File: src/rtl/mem_map_ctrl.sv
// mem_map_ctrl
//   Memory-map controller between the core's MEM/IF stages and the memory
//   macros. It decodes data addresses against NUM_REGIONS windows and turns
//   them into region-local offsets. A request/ready handshake absorbs the
//   read latency of each region. Out-of-map accesses and writes to read-only
//   regions are answered with an error. A separate registered fetch path
//   serves the instruction ROM.
//
// Ports
//   clk, rst_n             clock, synchronous active-low reset
//   d_req/d_we/d_addr/d_wdata   data request from the MEM stage
//   d_ready/d_err/d_rdata       completion pulse, error flag, read data
//   mem_sel/mem_we/mem_addr/mem_wdata/mem_rdata   region-side access
//   if_addr/if_instr/if_err     fetch address, registered instruction/error
//   imem_addr/imem_rdata        instruction ROM address (combinational)/data
module mem_map_ctrl #(
  parameter int ADDR_W      = 32,
  parameter int DATA_W      = 32,
  parameter int NUM_REGIONS = 3,
  parameter logic [NUM_REGIONS*ADDR_W-1:0] REGION_BASE = {32'd220000, 32'd90400, 32'd400},
  parameter logic [NUM_REGIONS*ADDR_W-1:0] REGION_SIZE = {32'd300, 32'd129600, 32'd90000},
  parameter logic [NUM_REGIONS*4-1:0]      REGION_LAT  = {4'd0, 4'd1, 4'd0},
  parameter logic [NUM_REGIONS-1:0]        REGION_WR   = 3'b010,
  parameter logic [ADDR_W-1:0]             IMEM_BASE   = '0,
  parameter logic [ADDR_W-1:0]             IMEM_SIZE   = 400
) (
  input  logic                          clk,
  input  logic                          rst_n,
  input  logic                          d_req,
  input  logic                          d_we,
  input  logic [ADDR_W-1:0]             d_addr,
  input  logic [DATA_W-1:0]             d_wdata,
  output logic                          d_ready,
  output logic                          d_err,
  output logic [DATA_W-1:0]             d_rdata,
  output logic [NUM_REGIONS-1:0]        mem_sel,
  output logic                          mem_we,
  output logic [ADDR_W-1:0]             mem_addr,
  output logic [DATA_W-1:0]             mem_wdata,
  input  logic [NUM_REGIONS*DATA_W-1:0] mem_rdata,
  input  logic [ADDR_W-1:0]             if_addr,
  output logic [DATA_W-1:0]             if_instr,
  output logic                          if_err,
  output logic [ADDR_W-1:0]             imem_addr,
  input  logic [DATA_W-1:0]             imem_rdata
);

  localparam int IDX_W = (NUM_REGIONS > 1) ? $clog2(NUM_REGIONS) : 1;

  typedef enum logic [1:0] {IDLE, ACCESS, RESP} state_t;

  state_t state_reg, state_next;

  // Per-region decode results
  logic [NUM_REGIONS-1:0] hit;
  logic [ADDR_W-1:0]      reg_off   [NUM_REGIONS];
  logic [DATA_W-1:0]      reg_rdata [NUM_REGIONS];
  logic [3:0]             reg_lat   [NUM_REGIONS];
  logic                   reg_wr    [NUM_REGIONS];

  genvar gi;
  generate
    for (gi = 0; gi < NUM_REGIONS; gi++) begin : g_region
      localparam logic [ADDR_W-1:0] BASE = REGION_BASE[gi*ADDR_W +: ADDR_W];
      localparam logic [ADDR_W-1:0] SIZE = REGION_SIZE[gi*ADDR_W +: ADDR_W];
      // One extra bit so a window ending exactly at 2^ADDR_W does not wrap.
      localparam logic [ADDR_W:0]   LIMIT = {1'b0, BASE} + {1'b0, SIZE};
      assign hit[gi]       = (d_addr >= BASE) && ({1'b0, d_addr} < LIMIT);
      assign reg_off[gi]   = d_addr - BASE;
      assign reg_rdata[gi] = mem_rdata[gi*DATA_W +: DATA_W];
      assign reg_lat[gi]   = REGION_LAT[gi*4 +: 4];
      assign reg_wr[gi]    = REGION_WR[gi];
    end
  endgenerate

  // Lowest-index hit wins: scan downwards so the last assignment is the lowest.
  logic             hit_any;
  logic [IDX_W-1:0] hit_idx;
  always_comb begin
    hit_any = 1'b0;
    hit_idx = '0;
    for (int i = NUM_REGIONS - 1; i >= 0; i--) begin
      if (hit[i]) begin
        hit_any = 1'b1;
        hit_idx = IDX_W'(i);
      end
    end
  end

  // Latched access context
  logic [IDX_W-1:0] idx_reg;
  logic             we_reg;
  logic             first_reg;
  logic             err_reg;
  logic [3:0]       cnt_reg;

  logic accept;
  logic reject;
  logic capture;

  always_ff @(posedge clk) begin
    if (!rst_n) state_reg <= IDLE;
    else        state_reg <= state_next;
  end

  always_comb begin
    state_next = state_reg;
    accept     = 1'b0;
    reject     = 1'b0;
    capture    = 1'b0;
    d_ready    = 1'b0;
    d_err      = 1'b0;
    mem_sel    = '0;
    mem_we     = 1'b0;
    case (state_reg)
      IDLE: begin
        if (d_req) begin
          if (hit_any && (!d_we || reg_wr[hit_idx])) begin
            accept     = 1'b1;
            state_next = ACCESS;
          end else begin
            reject     = 1'b1;
            state_next = RESP;
          end
        end
      end
      ACCESS: begin
        mem_sel = NUM_REGIONS'(1) << idx_reg;
        mem_we  = we_reg && first_reg;
        if (cnt_reg == 4'd0) begin
          capture    = !we_reg;
          state_next = RESP;
        end
      end
      RESP: begin
        d_ready    = 1'b1;
        d_err      = err_reg;
        state_next = IDLE;
      end
      default: state_next = IDLE;
    endcase
  end

  always_ff @(posedge clk) begin
    if (!rst_n) begin
      idx_reg   <= '0;
      we_reg    <= 1'b0;
      first_reg <= 1'b0;
      err_reg   <= 1'b0;
      cnt_reg   <= 4'd0;
      mem_addr  <= '0;
      mem_wdata <= '0;
      d_rdata   <= '0;
    end else begin
      if (accept) begin
        idx_reg   <= hit_idx;
        we_reg    <= d_we;
        first_reg <= 1'b1;
        err_reg   <= 1'b0;
        cnt_reg   <= reg_lat[hit_idx];
        mem_addr  <= reg_off[hit_idx];
        mem_wdata <= d_wdata;
      end
      if (reject) begin
        err_reg <= 1'b1;
        d_rdata <= '0;
      end
      if (state_reg == ACCESS) begin
        // The write strobe belongs to the first ACCESS cycle only.
        first_reg <= 1'b0;
        if (cnt_reg != 4'd0) cnt_reg <= cnt_reg - 4'd1;
      end
      if (capture) d_rdata <= reg_rdata[idx_reg];
    end
  end

  // Instruction fetch path, independent of the data FSM
  localparam logic [ADDR_W:0] IMEM_LIMIT = {1'b0, IMEM_BASE} + {1'b0, IMEM_SIZE};
  logic if_in_win;
  assign if_in_win = (if_addr >= IMEM_BASE) && ({1'b0, if_addr} < IMEM_LIMIT);
  assign imem_addr = if_addr - IMEM_BASE;

  always_ff @(posedge clk) begin
    if (!rst_n) begin
      if_instr <= '0;
      if_err   <= 1'b0;
    end else begin
      if_instr <= if_in_win ? imem_rdata : '0;
      if_err   <= !if_in_win;
    end
  end

endmodule
File: config.mk
export PLATFORM = sky130hd
export DESIGN_NAME = mem_map_ctrl
export DESIGN_NICKNAME = d
export VERILOG_FILES = /design/src/rtl/mem_map_ctrl.sv
export SDC_FILE = /design/constraint.sdc
export NUM_CORES = 1
export LEC_CHECK = 0
export BUFFER_PORTS_ARGS = -buffer_cell sky130_fd_sc_hd__buf_2
export CORE_AREA = 2 2 154 156
export DETAILED_ROUTE_END_ITERATION = 16
export DIE_AREA = 0 0 156 158
export GPL_TIMING_DRIVEN = 1
export PLACE_DENSITY_LB_ADDON = 0.15
export SYNTH_ARGS = -nofsm -noshare
export SYNTH_HDL_FRONTEND = slang
export SYNTH_SLANG_ARGS = --single-unit
File: constraint.sdc
create_clock -name clk -period 4.42 [get_ports clk]
set_input_delay 1.326 -clock clk [delete_from_list [all_inputs] [get_ports clk]]
set_output_delay 1.326 -clock clk [all_outputs]
set_load 0.01 [all_outputs]
* Word-level counts from Yosys, hierarchy flattened *
Cells that the tools add are included.

storage, ports and cells
  logic and storage cells = 92
  register bits after elaboration = 140
  input bits = 228
  output and inout bits = 167

cells by class
  bitwise logic cells = 3
  order comparisons = 10
  multiplexer cells = 41
  reductions and logical operators = 18
  add/sub/neg operators = 4
  shift operators = 1
  equal/unequal tests = 4

operator list
  operator                  number
  $mux W32                  6
  $bmux W32 S2              2
  $lt A32 B18 Y1 const B    2
  $ge A32 B1 Y1 const B     1
  $ge A32 B17 Y1 const B    1
  $ge A32 B18 Y1 const B    1
  $ge A32 B9 Y1 const B     1
  $lt A32 B17 Y1 const B    1
  $lt A32 B9 Y1 const B     1
  $sub A32 B17 Y32 const B  1
  $sub A32 B18 Y32 const B  1
  $sub A32 B9 Y32 const B   1
  $mux W4                   5
  $mux W1                   18
  $mux W2                   6
  $bmux W4 S2               1
  $ge A3 B3 Y1 const B      2
  $logic_and A1 B1 Y1       6
  $not A2 Y3                2
  $logic_not A4 Y1          1
  $ne A2 B2 Y1 const B      2
  $pmux W2 S2               1
  $reduce_and A2 Y1         2
  $reduce_bool A2 Y1        2
  12 further kinds          14

* Longest topological paths before layout *
  depth in word-level cells = 17
  depth in mapped cells = 12
  gate-level depth less buffers = 10

* Worst setup path after synthesis *
OpenSTA, ideal clock, no wires.

  path kind = input port to flip-flop
  start = input port d_addr[15]
  end = register mem_addr[18]
  buffers on the path = 1
  library setup time = 130 ps
  setup slack = 703 ps
  arrival = 3586 ps
  data required time = 4290 ps
  stages = 9
  cells stage by stage = buf_2 > nor4bb_1 > nand3_1 > or4_1 > a211o_1 > a211oi_1 > o21ai_2 > o21ai_1 > nor2_1

on the way
  cells in the longest elaborated chain, start to end = 14
  elaborated cells between the ends (all ways) = 30
  classes of those cells = add/sub: 3; order compare: 6; mux: 15; bitwise: 1; reduce/logical: 5

RTL lines
  item                                              RTL line  text
  start: declaration                                31        input logic [ADDR_W-1:0] d_addr,
  $ge A32 B18 Y1 or $lt A32 B18 Y1 (tied branches)  68        assign hit[gi] = (d_addr >= BASE) && ({1'b0, d_addr} < LIMIT);
  $logic_and A1 B1 Y1                               68
  $mux W2 (3 in a row)                              83        if (hit[i]) begin
  $not A2 Y3 (not written as such)                  118, 161
  $bmux W1 S2                                       118       if (hit_any && (!d_we || reg_wr[hit_idx])) begin
  $mux W1 (not written as such) (2 in a row)        118
  $logic_or A1 B1 Y1                                118
  $logic_and A1 B1 Y1                               118
  $mux W1                                           118
  $mux W1                                           117       if (d_req) begin
  $mux W1                                           115       case (state_reg)
  end signal: assignment                            161       mem_addr <= reg_off[hit_idx];
  end: declaration                                  38        output logic [ADDR_W-1:0] mem_addr,

Several ways; a longest one is shown, not always the timed one. The select of a mux whose other input is x is not followed.
A chain may end at the register's enable or synchronous reset.

* Worst setup path in the final report *
  start = input port d_addr[5]
  end = register mem_addr[20]

Same word-level chain as after synthesis.

==> impl_metrics.toml <==
[run_status]
status = "completed"

[worst_setup_path]
required_ns = 4.76
r2r-start = "cnt_reg[0]"
endpoint = "mem_addr[20]"
reg2reg_depth = 7
crit_path_end_kind = "flop"
critPathLaunchType = "input port"
critPathKind = "input port to flop"
arrival_ns = 4.17
r2r-end = "d_rdata[30]"
cp-startpoint = "d_addr[5]"
r2r_setup_slack_ns = 2.33
worst-path-max-fanout = 10

[floorplan]
placementRows = 56
floorplan.initialDensity = 0.284
die_height_microns = 158
die_x_microns = 156
ios = 395
coreArea_sq_um = 23100
dieArea_sq_um = 24600

[finish]
n_fill_cell = 2428
fin_nets = 1372
drive_above_1_share = 0.395
area_growth_pct = 39.8
final_util = 0.397
multi_input_area_sq_um = 3220
ff_latch_area_sq_um = 2800

[routing]
drtAntennaViolNets = 0
wl_per_cell_microns = 15.7
route.vias.total = 6741
vias_per_cell = 4.69
drc = 0
drt_iter0_markers = 343
routed_wirelength_mm = 22.5
drtPass1Iterations = 4

[placed_design]
hpwl_mm = 16.9
dp_slack_ns = 0.203
place.port_buffers = 386
gp_congestion = 0.898

[cts]
cts-resized-gates = 0
cts_buffer_depth = 2
cts.reportedPaths.clkPinSlew_ns = 0.06
cts_setup_buffers = 0
cts_sinks = 140
htreeDepth = 4
cts_tree = "done"
clk_latency_ns = 0.42
cts_root_buf = "clkbuf_16"
cts-buffers-inserted = 17
hold_buffers = 0

[synthesis]
synth_edf_count = 0
yosys.area.top_type = "dfxtp_1"
netlist_area_sq_um = 6550
synth_most_common_cell = "dfxtp_1"
synth_seq_cells = 140
yosys.cell_types.count = 59
yosysWarnings = 0
async_flop_share = 0
yosys-top-cells-area = "dfxtp_1 43%, nand2_1 7.3%, mux2i_1 5.4%, nor2_1 4.9%, a21oi_1 4.4%"
syn_avg_cell_area_sq_um = 8.19
synth_top_area_frac = 0.428
syn_inst = 799
synth_top_flop_cell = "dfxtp_1"
yosysSeqAreaShare = 0.428
ys_top_cells_by_count = "140 x dfxtp_1, 127 x nand2_1, 86 x nor2_1, 58 x a21oi_1, 51 x o21ai_0"
syn_nets = 1037

[power]
peakVddDrop_v = 0.000235
power.leakage_uw = 0.00425
powerDensity_nw_per_um2 = 318

[sta]
hold_violations = 0
fin_ws_ns = 0.597
fmax_ghz = 0.262
fin_crit_sh = 0.865
rsz0062_at_grt = "no"
clock_skew_ns = 0.0122
worst_pin_slew_ns = 0.669
fin_crit_ns = 3.82
relSlewSlack = 0.554
slew_viol_final = 0
finalSetupViolations = 0
finalSetupTns_ns = 0

[grt]
grt_pass1_wl_mm = 33.6
grt_max_degree = 89
antenna_found_initial = 0
grtUsageTotal = 0.174
grt_pass1_vias = 6186
grt_overflow = 0

[min_path]
hold_class = "flop to flop"

[flow_run]
drv_cap = 0
## metal layers
metal	track usage	wire length, microns
met1	0.212	9580
met5	0	0
met3	0.0515	1560
met4	0.0424	248
met2	0.300	11100
## metrics by stage
step | std cells | total power [uW] | hold slack, ns | area, sq um
finish | 1438 | 2910 | 0.450 | 9150
global route | 1437 | 3050 | 0.465 | 9150
CTS | 1437 | 2970 | 0.453 | 9150
detailed placement | 1405 | 1550 | 0.443 | 8570
global placement | 1405 | 1550 | 0.437 | 8570
floorplan | 799 | 1420 | 0.445 | 6550
## logic make-up after synthesis
logic type	Yosys count	share of synthesized area
compound gates	188	0.180
xor+xnor	8	0.0107
fa+ha+maj	10	0.0191
buf+inv	101	0.0822
flops	140	0.428
mux	37	0.0570
simple gates	315	0.223
## area by class of cell
class	instances	share of cell area
clock inverter	15	0.0163
clock buffer	17	0.0465
inverter	11	0.00451
multi-input combinational	558	0.352
sequential	140	0.306
timing repair buffer	406	0.234
tap	290	0.0397
antenna	1	0.000273
## worst min path at each step
stage                     cells after the start     startpoint       endpoint  slack (ns)
after CTS                                     2  mem_wdata[10]  mem_wdata[10]        0.45
after global routing                          2   mem_addr[16]   mem_addr[16]        0.47
final                                         2  mem_wdata[12]  mem_wdata[12]        0.45
after detailed placement                      2  mem_wdata[10]  mem_wdata[10]        0.44
after floorplan                               1     cnt_reg[3]     cnt_reg[3]        0.44
after global placement                        2   mem_addr[16]   mem_addr[16]        0.44
## worst max-delay path, cell delays in order
cell	delay, ns
buf_2	0.16
inv_1	0.18
ha_1	0.22
nor2b_1	0.30
o211ai_1	0.17
or4_1	0.47
o21bai_1	0.23
a211oi_1	0.10
buf_4	0.15
o21ai_4	0.36
o21ai_1	0.32
nor2_1	0.17
## power by group
part | switching [uW] | internal, uW
clock network | 641 | 753
logic | 134 | 120
registers | 1.01 | 1260
total | 776 | 2140
## placed cells by master, fill, tap and decap left out, types with 9 or more instances in the layout
| cell type | instances |
|---|---|
| nand2_1 | 127 |
| buf_4 | 15 |
| nor2_1 | 86 |
| nand3_1 | 10 |
| clkbuf_16 | 17 |
| a22oi_1 | 33 |
| inv_1 | 10 |
| a21oi_1 | 58 |
| nor3_1 | 9 |
| o21ai_0 | 51 |
| ha_1 | 10 |
| and3_1 | 35 |
| buf_2 | 386 |
| nor4_1 | 12 |
| mux2i_1 | 35 |
| dfxtp_1 | 139 |
Note: power is estimated with default switching activity, not from simulation.
